`config.mk`:
```
export PLATFORM = sky130hd
export DESIGN_NAME = mem_access_unit
export DESIGN_NICKNAME = d
export VERILOG_FILES = /design/src/rtl/mem_pkg.sv /design/src/rtl/load_extend.sv /design/src/rtl/mem_access_unit.sv
export SDC_FILE = /design/constraint.sdc
export NUM_CORES = 1
export LEC_CHECK = 0
export ABC_AREA = 1
export BUFFER_PORTS_ARGS = -buffer_cell sky130_fd_sc_hd__buf_2
export CAP_MARGIN = 20
export CORE_UTILIZATION = 53
export DETAILED_ROUTE_END_ITERATION = 10
export GPL_TIMING_DRIVEN = 0
export PLACE_DENSITY_LB_ADDON = 0.15
export SETUP_SLACK_MARGIN = 0.05
export SLEW_MARGIN = 20
export SYNTH_ARGS = -nofsm -noshare
export SYNTH_HDL_FRONTEND = slang
export SYNTH_SLANG_ARGS = --single-unit
export TNS_END_PERCENT = 1
```
`constraint.sdc`:
```
create_clock -name clk -period 4.3 [get_ports clk]
set_input_delay 0.645 -clock clk [delete_from_list [all_inputs] [get_ports clk]]
set_output_delay 0.645 -clock clk [all_outputs]
set_load 0.02 [all_outputs]
```
`src/rtl/mem_pkg.sv`:
```
// Shared decode constants, funct3 encodings and FSM states for the data-memory access path.
// Latency: n/a (declarations and one pure combinational helper).
// Backpressure: n/a.
package mem_pkg;

  localparam logic [6:0] OP_LOAD  = 7'b0000011;
  localparam logic [6:0] OP_STORE = 7'b0100011;

  typedef enum logic [2:0] {
    LD_LB  = 3'b000,
    LD_LH  = 3'b001,
    LD_LW  = 3'b010,
    LD_LBU = 3'b100,
    LD_LHU = 3'b101
  } load_f3_t;

  typedef enum logic [2:0] {
    ST_SB = 3'b000,
    ST_SH = 3'b001,
    ST_SW = 3'b010
  } store_f3_t;

  typedef enum logic [1:0] {
    S_IDLE = 2'd0,
    S_WAIT = 2'd1,
    S_DONE = 2'd2
  } state_t;

  // Access size lives in funct3[1:0] for both loads and stores: 00 byte, 01 half, 10 word.
  function automatic logic is_aligned(input logic [2:0] f3, input logic [1:0] off);
    case (f3[1:0])
      2'b01:   is_aligned = ~off[0];
      2'b10:   is_aligned = (off == 2'b00);
      default: is_aligned = 1'b1;
    endcase
  endfunction

endpackage

```
`src/rtl/load_extend.sv`:
```
// Selects the addressed byte/halfword/word lane of read data and sign- or zero-extends it.
// Latency: purely combinational.
// Backpressure: none; output follows inputs.
module load_extend
  import mem_pkg::*;
(
  input  logic [31:0] mem_rdata,
  input  logic [1:0]  offset,
  input  logic [2:0]  funct3,
  output logic [31:0] result
);

  logic [31:0] lane;

  assign lane = mem_rdata >> {offset, 3'b000};

  // Extend the low bits of the shifted lane according to the load type.
  always_comb begin
    result = lane;
    case (funct3)
      LD_LB:   result = {{24{lane[7]}}, lane[7:0]};
      LD_LH:   result = {{16{lane[15]}}, lane[15:0]};
      LD_LBU:  result = {24'd0, lane[7:0]};
      LD_LHU:  result = {16'd0, lane[15:0]};
      default: result = lane;
    endcase
  end

endmodule

```
`src/rtl/mem_access_unit.sv`:
```
// MEM-stage load/store unit: issues one registered data-memory request per memory instruction.
// Latency: 3 cycles minimum (IDLE issue, WAIT until ack or timeout, DONE write-back).
// Backpressure: stall holds the upstream pipeline while a request is outstanding; misaligned ops never issue.
module mem_access_unit
  import mem_pkg::*;
#(
  parameter int unsigned ACK_TIMEOUT = 16
) (
  input  logic        clk,
  input  logic        rst,
  input  logic [31:0] alu_result,
  input  logic [31:0] rd2,
  input  logic [31:0] inst,
  output logic        mem_req,
  output logic        mem_we,
  output logic [31:0] mem_addr,
  output logic [31:0] mem_wdata,
  output logic [3:0]  mem_wstrb,
  input  logic        mem_ack,
  input  logic [31:0] mem_rdata,
  output logic        stall,
  output logic [31:0] wb_data,
  output logic        misaligned,
  output logic        bus_err
);

  localparam logic [7:0] CNT_LAST = 8'(ACK_TIMEOUT - 1);

  state_t      state, state_nxt;
  logic [6:0]  opcode;
  logic [2:0]  funct3;
  logic        is_load, is_store, is_mem, aligned;
  logic [3:0]  req_wstrb;
  logic [31:0] req_wdata;
  logic        issue, ack_seen, timeout;
  logic [7:0]  cnt;
  logic [1:0]  off_q;
  logic [2:0]  f3_q;
  logic [31:0] load_q, load_ext;
  logic        bus_err_q;
  logic        unused_inst;

  assign opcode      = inst[6:0];
  assign funct3      = inst[14:12];
  assign is_mem      = is_load | is_store;
  assign aligned     = is_aligned(funct3, alu_result[1:0]);
  assign unused_inst = ^{inst[31:15], inst[11:7]};

  // Classify the MEM-stage instruction; unknown funct3 values fall through as non-memory.
  always_comb begin
    is_load  = 1'b0;
    is_store = 1'b0;
    if (opcode == OP_LOAD) begin
      case (funct3)
        LD_LB, LD_LH, LD_LW, LD_LBU, LD_LHU: is_load = 1'b1;
        default:                             is_load = 1'b0;
      endcase
    end
    if (opcode == OP_STORE) begin
      case (funct3)
        ST_SB, ST_SH, ST_SW: is_store = 1'b1;
        default:             is_store = 1'b0;
      endcase
    end
  end

  // Build byte enables and lane-replicated write data; loads carry no enables.
  always_comb begin
    req_wstrb = 4'b0000;
    req_wdata = rd2;
    if (is_store) begin
      case (funct3)
        ST_SB: begin
          req_wstrb = 4'b0001 << alu_result[1:0];
          req_wdata = {4{rd2[7:0]}};
        end
        ST_SH: begin
          req_wstrb = 4'b0011 << alu_result[1:0];
          req_wdata = {2{rd2[15:0]}};
        end
        default: req_wstrb = 4'b1111;
      endcase
    end
  end

  load_extend u_load_extend (
    .mem_rdata (mem_rdata),
    .offset    (off_q),
    .funct3    (f3_q),
    .result    (load_ext)
  );

  // FSM state register.
  always_ff @(posedge clk) begin
    if (rst) state <= S_IDLE;
    else     state <= state_nxt;
  end

  // Next state and pipeline-facing outputs; reset forces a transparent, non-stalling view.
  always_comb begin
    state_nxt  = state;
    stall      = 1'b0;
    wb_data    = alu_result;
    misaligned = 1'b0;
    issue      = 1'b0;
    ack_seen   = 1'b0;
    timeout    = 1'b0;
    case (state)
      S_IDLE: begin
        if (is_mem) begin
          if (aligned) begin
            stall     = 1'b1;
            issue     = 1'b1;
            state_nxt = S_WAIT;
          end else begin
            misaligned = 1'b1;
            wb_data    = 32'd0;
          end
        end
      end
      S_WAIT: begin
        stall = 1'b1;
        if (mem_ack) begin
          ack_seen  = 1'b1;
          state_nxt = S_DONE;
        end else if (cnt == CNT_LAST) begin
          timeout   = 1'b1;
          state_nxt = S_DONE;
        end
      end
      S_DONE: begin
        wb_data   = mem_we ? alu_result : load_q;
        state_nxt = S_IDLE;
      end
      default: state_nxt = S_IDLE;
    endcase
    if (rst) begin
      stall      = 1'b0;
      wb_data    = alu_result;
      misaligned = 1'b0;
    end
  end

  assign bus_err = bus_err_q & ~rst;

  // Request fields are latched at issue and held until the next issue; only mem_req drops on completion.
  always_ff @(posedge clk) begin
    if (rst) begin
      mem_req   <= 1'b0;
      mem_we    <= 1'b0;
      mem_addr  <= 32'd0;
      mem_wdata <= 32'd0;
      mem_wstrb <= 4'd0;
      off_q     <= 2'd0;
      f3_q      <= 3'd0;
      cnt       <= 8'd0;
      load_q    <= 32'd0;
      bus_err_q <= 1'b0;
    end else begin
      bus_err_q <= timeout;
      if (issue) begin
        mem_req   <= 1'b1;
        mem_we    <= is_store;
        mem_addr  <= {alu_result[31:2], 2'b00};
        mem_wdata <= req_wdata;
        mem_wstrb <= req_wstrb;
        off_q     <= alu_result[1:0];
        f3_q      <= funct3;
        cnt       <= 8'd0;
      end else if (state == S_WAIT) begin
        cnt <= cnt + 8'd1;
        if (ack_seen) begin
          mem_req <= 1'b0;
          load_q  <= load_ext;
        end else if (timeout) begin
          mem_req <= 1'b0;
          load_q  <= 32'd0;
        end
      end
    end
  end

endmodule

```
==> impl_metrics.ini, run 1 <==
[run_status]
status = finished, final reports clean

[clock_network]
insertion_delay_ns = 0.42
cts_setup_buffers = 0
cts_tree = yes
path_clk_slew_ns = 0.05
cts_hold_buffers = 0
clk_path_buf_depth = 2
root_buffer = clkbuf_16
cts_sinks = 116
cts_inserted_buffers = 17
cts_resized = 0
cts.htree.levels = 4

[pwr]
leakage_nw = 3.93
seqPwrFrac = 0.378
pwr-share-comb = 0.091
ir_drop_mv = 0.244
power_density_mw_per_mm2 = 355
p_sw_mw = 0.685
p_sw_frac = 0.240
power.internal_mw = 2.17
clkPwrFrac = 0.532
power_mw = 2.86

[worst_setup_path]
critPathMostFrequentCell = buf_2
path_class = input port to output pin
worstPathArrival_ns = 2.69
timing.rr.end = load_q[1]
crit_chain = buf_2 -> inv_1 -> ha_1 -> nor2_1 -> buf_6 -> nand2_1 -> nand3_2 -> nand2_4 -> nand3_4 -> buf_1 -> a21oi_1 -> buf_2
rrSetupSlack_ns = 2.31
ff2ff_path_depth = 9
critPathSlowestCell = buf_1
rr_startpoint = cnt[0]
endpoint_kind = output pin
required_ns = 3.65
max_stage_delay_ns = 0.46
endpoint = stall
crit_fanout = 10
critPathLaunchType = input port
crit_start = inst[13]

[placed_design]
post_dp_cell_area_sq_mm = 0.00741
pre_cts_slack_ns = 1.02
port_buffers = 211
dp_hpwl_um = 14900
dp_cells = 1321
routabilityCongestion = 0.940

[sta]
clock.fmax_mhz = 300
finalCriticalPeriod_ns = 3.33
maxSlewViolCount = 0
fin_crit_sh = 0.775
rsz0062_at_grt = false
tightest_slew_ns = 0.701
slew_headroom = 0.529
hold_viol_final = 0
finalSetupTns_ns = 0
finClkSkew_ns = 0.00963
finalSetupViolations = 0
finalWorstSetupSlack_ns = 0.967
hold_slack_ns = 0.438

[finish]
fin_area_sq_mm = 0.00804
most-common-layout-cells = nand2_1, buf_2, dfxtp_1
final_core_util = 0.707
layout_commonest_cell = nand2_1
area_delta_synth_final_pct = 30.4
nets = 1333
drive_gt1_frac = 0.237
final_cells = 1354

[yosys]
synth_adder_area_share = 0.0101
ys.warnings.count = 0
netlist_area_sq_mm = 0.00617
synthCells = 966
yosys.area_share.simple = 0.343
syn_area_per_cell_sq_um = 6.39
yosysSeqAreaShare = 0.376
synth-compound-area-share = 0.154
synth_top_family_by_area = simple AND/OR/NAND/NOR gates
synth_xor_area_frac = 0.00852
ys_types = 33
synth-seq-cells = 116
muxShareOfSynthArea = 0.0114

[drt]
vias_per_cell = 5.35
route.detailed.drc = 0
wl_per_cell_um = 14.6
wl_um = 19700
drt_iter0_drc = 687
vias = 7246
firstDrtPassIters = 5
ant_nets = 0

[global_route]
grtUsageMet1 = 0.457
met3_usage = 0.0729
grt_use_total = 0.329
use_met2 = 0.502
antenna_found_initial = 1
grt_pass1_wl_um = 30100
grt_max_degree = 17
grt_pass1_vias = 6074
busiest_layer = met2
grt_overflow = 0

[floorplanning]
die_w_um = 110
io-pin-count = 236
fp-row-count = 39
core_sq_mm = 0.0114
dieArea_sq_mm = 0.0121
die_y_um = 110
start_util = 0.543

[flow_run]
drv_cap = 0

[worst_hold_path]
hold_path.class = input port to flop
==> layer usage <==
metal / part of all wire / vias to the layer above / wire [um]
met5: 0 / - / 0
met4: 0.023 / 0 / 447
met3: 0.094 / 41 / 1850
met2: 0.44 / 373 / 8650
met1: 0.45 / 3267 / 8780
li1: - / 3565 / -
==> flip-flops by register name (all words and copies together), names as in the netlist <==
name and count:
bus_err_q 1, cnt 8, f3_q 3, load_q 32, mem_addr 30, mem_req 1
mem_wdata 32, mem_we 1, mem_wstrb 4, off_q 2, state 2
==> layout make-up <==
class | instances | area [sq um]
Antenna cell | 1 | 2.50
Buffer | 57 | 278
Clock buffer | 20 | 457
Fill cell | 1012 | 3330
Clock inverter | 12 | 176
Inverter | 83 | 312
Timing Repair Buffer | 211 | 1060
Tap cell | 143 | 179
Sequential cell | 116 | 2320
Multi-Input combinational cell | 711 | 3260
==> cell families (layout without fill, tap and decap cells) <==
logic type,after synthesis,after routing
and+or+nand+nor,506,506
AOI/OAI and AO/OA,185,185
buffers and inverters,140,383
adders and majority gates,5,5
DFF,116,116
xor gates and xnor gates,6,6
muxes,7,7
other,1,3
==> how the worst min path moves through the flow <==
stage | depth (start not counted) | startpoint | slack (ns) | to
finish | 2 | mem_ack | 0.44 | bus_err_q
global route | 2 | mem_ack | 0.45 | bus_err_q
CTS | 2 | mem_ack | 0.43 | bus_err_q
detailed placement | 2 | mem_wdata[28] | 0.44 | mem_wdata[28]
global placement | 2 | mem_addr[4] | 0.44 | mem_addr[4]
floorplan | 2 | load_q[10] | 0.44 | load_q[10]
==> Yosys cell counts, drive strengths merged <==
master / n / area (sq um)
a211oi: 1 / 7.51
a21oi: 69 / 345
buf: 32 / 184
clkbuf: 25 / 93.8
clkinv: 1 / 3.75
conb: 1 / 3.75
dfxtp: 116 / 2320
ha: 5 / 62.6
inv: 82 / 308
mux2i: 7 / 70.1
nand2: 365 / 1390
nand3: 86 / 468
nand3b: 1 / 7.51
nand4: 3 / 18.8
nor2: 45 / 204
nor3: 5 / 25.0
nor3b: 1 / 7.51
o2111ai: 1 / 8.76
o211ai: 4 / 30.0
o21ai: 102 / 510
o22ai: 8 / 50.1
xnor2: 2 / 17.5
xor2: 4 / 35.0
==> power groups by stage <==
stage	combinational [mW]	sequential (mW)	clock [mW]
2_1_floorplan	0.136	1.10	0
3_3_place_gp	0.251	1.10	0
3_5_place_dp	0.253	1.10	0
4_1_cts	0.255	1.08	1.52
5_1_grt	0.286	1.08	1.57
6_report	0.259	1.08	1.52
==> worst max-delay path: cells and delay by family <==
kind / cells / cell delay, ns
buffers and inverters: 5 / 1.00
adder cells (fa/ha/maj): 1 / 0.21
AO/OA/AOI/OAI: 1 / 0.15
AND/OR/NAND/NOR: 5 / 0.67
Note: power is estimated with default switching activity, not from simulation.
==> inputs of run 2 (changes only) <==
- CORE_UTILIZATION: 53 -> 45
- clock period: 4.3 -> 2.8 ns (I/O delays scaled with it)
==> run 2 against run 1 <==
Net effect:
- clock power grew 44%
- cell count grew 2.4%
- global-route usage decreased by 4.0 points
- flip-flop and latch count unchanged
- non-clock buffer count rose by 2
- routed wire length grew 2.1%
- first-iteration DRC count is 2.0% lower
- die area is 17% higher
- clock skew decreased by 0.0027 ns
- worst setup slack lost 0.78 ns
- critical path type unchanged
==> impl_metrics.ini, run 2 (same netlist as run 1, synthesis figures left out) <==
[drt]
vias = 6975
vias_per_cell = 5.03
ant_nets = 0
wl_um = 20100
firstDrtPassIters = 6
wl_per_cell_um = 14.5
drt_iter0_drc = 673
route.detailed.drc = 0

[floorplanning]
dieArea_sq_mm = 0.0142
die_y_um = 119
core_sq_mm = 0.0133
start_util = 0.464
io-pin-count = 236
fp-row-count = 42
die_w_um = 119

[sta]
finClkSkew_ns = 0.00692
clock.fmax_mhz = 382
hold_viol_final = 0
rsz0062_at_grt = true
finalSetupViolations = 0
finalCriticalPeriod_ns = 2.62
maxSlewViolCount = 0
tightest_slew_ns = 0.601
slew_headroom = 0.599
fin_crit_sh = 0.934
finalSetupTns_ns = 0

[finish]
nets = 1335
final_cells = 1387
reg.largest.list = load_q x32, mem_wdata x32, mem_addr x30
diodes = 0
area_delta_synth_final_pct = 31.6
drive_gt1_frac = 0.243
fin_area_sq_mm = 0.00812
most-common-layout-cells = nand2_1, buf_2, dfxtp_1
layout_commonest_cell = nand2_1
final_core_util = 0.611
fillers = 1326

[global_route]
grt_overflow = 0
grt_pass1_vias = 6128
grt_use_total = 0.289
antenna_found_initial = 0
grt_max_degree = 17
grt_pass1_wl_um = 32000

[clock_network]
cts_sinks = 116
cts_tree = yes
path_clk_slew_ns = 0.05
clk_path_buf_depth = 2
cts.htree.levels = 4
cts_inserted_buffers = 17
root_buffer = clkbuf_16
insertion_delay_ns = 0.42

[worst_setup_path]
path_class = input port to output pin
crit_start = inst[13]
crit_fanout = 10
critPathSlowestCell = buf_4
crit_chain = buf_2 -> inv_1 -> ha_1 -> nor2_2 -> buf_6 -> nand2_1 -> nand3_4 -> nand2_4 -> nand3_4 -> buf_4 -> a21oi_1 -> buf_2
endpoint_kind = output pin
required_ns = 2.38
worstPathArrival_ns = 2.20
rr_startpoint = state[0]
critPathLaunchType = input port
max_stage_delay_ns = 0.25

[flow_run]
drv_cap = 0

[pwr]
leakage_nw = 3.94
ir_drop_mv = 0.359
power_density_mw_per_mm2 = 524
power_mw = 4.25

[worst_hold_path]
hp-start = mem_ack
hold_path.class = input port to flop

[placed_design]
dp_hpwl_um = 15500
dp_cells = 1354
port_buffers = 211
post_dp_cell_area_sq_mm = 0.00745
routabilityCongestion = 0.919

[run_status]
status = finished, final reports clean
run 2: worst max-delay path, delay by kind of cell:
| kind | cells | cell delay, ns |
|---|---|---|
| fa+ha+maj | 1 | 0.20 |
| simple gates | 5 | 0.59 |
| compound gates | 1 | 0.18 |
| buf+inv | 5 | 0.79 |
run 2: layout make-up:
class	instances	area (sq um)	area share
Buffer	57	298	0.0367
Inverter	83	312	0.0384
Clock inverter	9	129	0.0159
Clock buffer	22	464	0.0572
Multi-Input combinational cell	711	3290	0.406
Sequential cell	116	2320	0.286
Timing Repair Buffer	213	1080	0.133
Tap cell	176	220	0.0271
run 2: through the flow:
step	hold slack, ns	setup slack (ns)
2_1_floorplan	0.441	0.492
3_3_place_gp	0.436	-0.0515
3_5_place_dp	0.442	-0.0496
4_1_cts	0.196	0.0502
5_1_grt	0.200	0.0313
6_report	0.209	0.185
run 2: layer usage:
layer	routed length, um	track usage	part of all wire	vias to the layer above
met2	8680	0.424	0.43	273
li1	-	-	-	3578
met5	0	0	0	-
met3	1390	0.0580	0.069	30
met4	342	0.0934	0.017	0
met1	9720	0.420	0.48	3094
run 2: power by group:
group | internal (mW) | total [mW] | switching (mW)
Combinational | 0.143 | 0.403 | 0.260
Clock | 1.44 | 2.19 | 0.759
Sequential | 1.66 | 1.66 | 0.00187
run 2: path summary, 6_finish.rpt:
| kind | depth (start not counted) | end | slack (ns) |
|---|---|---|---|
| setup / recovery | 12 | stall | 0.18 |
| hold / removal | 2 | bus_err_q | 0.21 |
| setup reg to reg | 6 | state[0] | 0.73 |
| hold reg to reg | 2 | mem_wdata[30] | 0.46 |
run 2: what timing repair did:
| item | CTS | global route |
|---|---|---|
| pin swaps | 0 | 1 |
| setup buffers | 0 | 2 |
| endpoints found under the setup margin | 19 | 33 |
| resized for setup | 4 | 19 |
| hold buffers | 0 | 0 |
==> inputs of run 3 (changes only) <==
==> constraint.sdc (replaced) <==
create_clock -name clk -period 2.8 [get_ports clk]
set_input_delay 0.42 -clock clk [delete_from_list [all_inputs] [get_ports clk]]
set_output_delay 0.42 -clock clk [all_outputs]
set_load 0.005 [all_outputs]
==> run 3 against run 2 <==
Net effect:
- maximum frequency increased by 0.31%
- register-to-register slack barely moved
- non-clock buffer count decreased by 3
- clock power hardly changed
- die area stayed put
- cell count down 0.22%
- largest cell class unchanged
- sequential power hardly changed
- routed wire length about the same
- global-route usage about the same
- via count down 0.43%
- critical path type is now flop to output pin
- first-iteration DRC count is 3.6% higher
- clock skew about the same
==> impl_metrics.ini, run 3 (same netlist as run 1, synthesis figures left out) <==
[pwr]
clkPwrFrac = 0.522
power_mw = 4.22
power_density_mw_per_mm2 = 522
ir_drop_mv = 0.367
p_sw_mw = 0.991
power.internal_mw = 3.23
leakage_nw = 3.93
seqPwrFrac = 0.393
p_sw_frac = 0.235
pwr-share-comb = 0.086

[sta]
hold_viol_final = 0
finalCriticalPeriod_ns = 2.61
rsz0062_at_grt = true
slew_headroom = 0.589
hold_slack_ns = 0.204
clock.fmax_mhz = 384
finalSetupTns_ns = 0
tightest_slew_ns = 0.617
maxSlewViolCount = 0
finClkSkew_ns = 0.00717
fin_crit_sh = 0.931
finalSetupViolations = 0
finalWorstSetupSlack_ns = 0.193

[placed_design]
dp_hpwl_um = 15500
post_dp_cell_area_sq_mm = 0.00745
port_buffers = 211
dp_cells = 1354
routabilityCongestion = 0.919
pre_cts_slack_ns = -0.0167

[global_route]
grt_pass1_vias = 6128
grt_pass1_wl_um = 31900
grt_overflow = 0
grt_use_total = 0.289
antenna_found_initial = 0
grt_max_degree = 18

[worst_setup_path]
critPathSlowestCell = dfxtp_1
required_ns = 2.38
path_class = flop to output pin
endpoint_kind = output pin
crit_fanout = 10
critPathMostFrequentCell = nand2_1
crit_chain = inv_1 -> nor2_1 -> nand2_1 -> nand3_2 -> buf_6 -> nand2_1 -> nand2_1 -> buf_2
max_stage_delay_ns = 0.49
critPathLaunchType = flop
worstPathArrival_ns = 2.19

[worst_hold_path]
hold_path.class = input port to flop

[floorplanning]
io-pin-count = 236
core_sq_mm = 0.0133
die_y_um = 119
start_util = 0.464
fp-row-count = 42
dieArea_sq_mm = 0.0142
die_w_um = 119

[clock_network]
root_buffer = clkbuf_16
cts_sinks = 116
path_clk_slew_ns = 0.05
clk_path_buf_depth = 2
cts.htree.levels = 4
cts_inserted_buffers = 17
insertion_delay_ns = 0.43
cts_setup_buffers = 0
cts_hold_buffers = 0
cts_tree = yes

[finish]
final_cells = 1384
most-common-layout-cells = nand2_1, buf_2, dfxtp_1
fin_area_sq_mm = 0.00809
fillers = 1326
reg.largest.list = load_q x32, mem_wdata x32, mem_addr x30
area_delta_synth_final_pct = 31.2
multiInputGateArea_sq_mm = 0.00330
nets = 1332
drive_gt1_frac = 0.240
diodes = 0
regArea_sq_mm = 0.00232
layout_commonest_cell = nand2_1
final_core_util = 0.609

[drt]
ant_nets = 0
vias = 6945
wl_per_cell_um = 14.5
wl_um = 20100
vias_per_cell = 5.02
drt_iter0_drc = 697
firstDrtPassIters = 5
route.detailed.drc = 0

[run_status]
status = finished, final reports clean

[flow_run]
drv_cap = 0
## run 3: cell count changes in the layout (fill, tap and decap cells not counted)
| cell | previous run | this run |
|---|---|---|
| buf_4 | 12 | 5 |
| buf_2 | 224 | 227 |
| clkbuf_4 | 0 | 1 |
| nand2_2 | 2 | 1 |
| nand2_4 | 2 | 3 |
| nor2_1 | 37 | 38 |
| nor2_2 | 4 | 3 |
## run 3: metal layers
layer | part of all wire | global-route usage | vias to the layer above | wire (um)
met4 | 0.019 | 0.0934 | 0 | 381
met1 | 0.48 | 0.419 | 3072 | 9710
met3 | 0.072 | 0.0580 | 31 | 1440
met5 | 0 | 0 | - | 0
li1 | - | - | 3568 | -
met2 | 0.43 | 0.424 | 274 | 8600
## run 3: layout make-up
class,instances,area share
well taps,176,0.0272
inverters,83,0.0385
flip-flops and latches,116,0.287
clock inverters,9,0.0159
repair buffers,211,0.131
clock buffers,22,0.0574
plain buffers,56,0.0359
multi-input cells,711,0.408
## run 3: path summary, 6_finish.rpt
| check | startpoint | end | slack (ns) | depth (start not counted) |
|---|---|---|---|---|
| setup / recovery | state[1] | wb_data[31] | 0.19 | 8 |
| hold / removal | mem_ack | bus_err_q | 0.20 | 2 |
| setup reg to reg | state[0] | state[0] | 0.73 | 6 |
| hold reg to reg | mem_wdata[24] | mem_wdata[24] | 0.46 | 2 |
## run 3: repair_timing
action                     CTS  global route
pin swaps                    0             2
resized for setup            2            15
setup endpoints to repair    7            31
## run 3: critical path, delay by kind of cell (launching register included)
family / cells / cell delay [ns]
buf+inv: 3 / 0.43
flops: 1 / 0.49
simple gates: 5 / 0.83
## run 3: power groups by stage
stage | sequential, mW | combinational [mW] | clock (mW)
5_1_grt | 1.66 | 0.405 | 2.31
3_5_place_dp | 1.69 | 0.353 | 0
2_1_floorplan | 1.69 | 0.173 | 0
4_1_cts | 1.66 | 0.355 | 2.22
6_report | 1.66 | 0.363 | 2.20
3_3_place_gp | 1.69 | 0.351 | 0
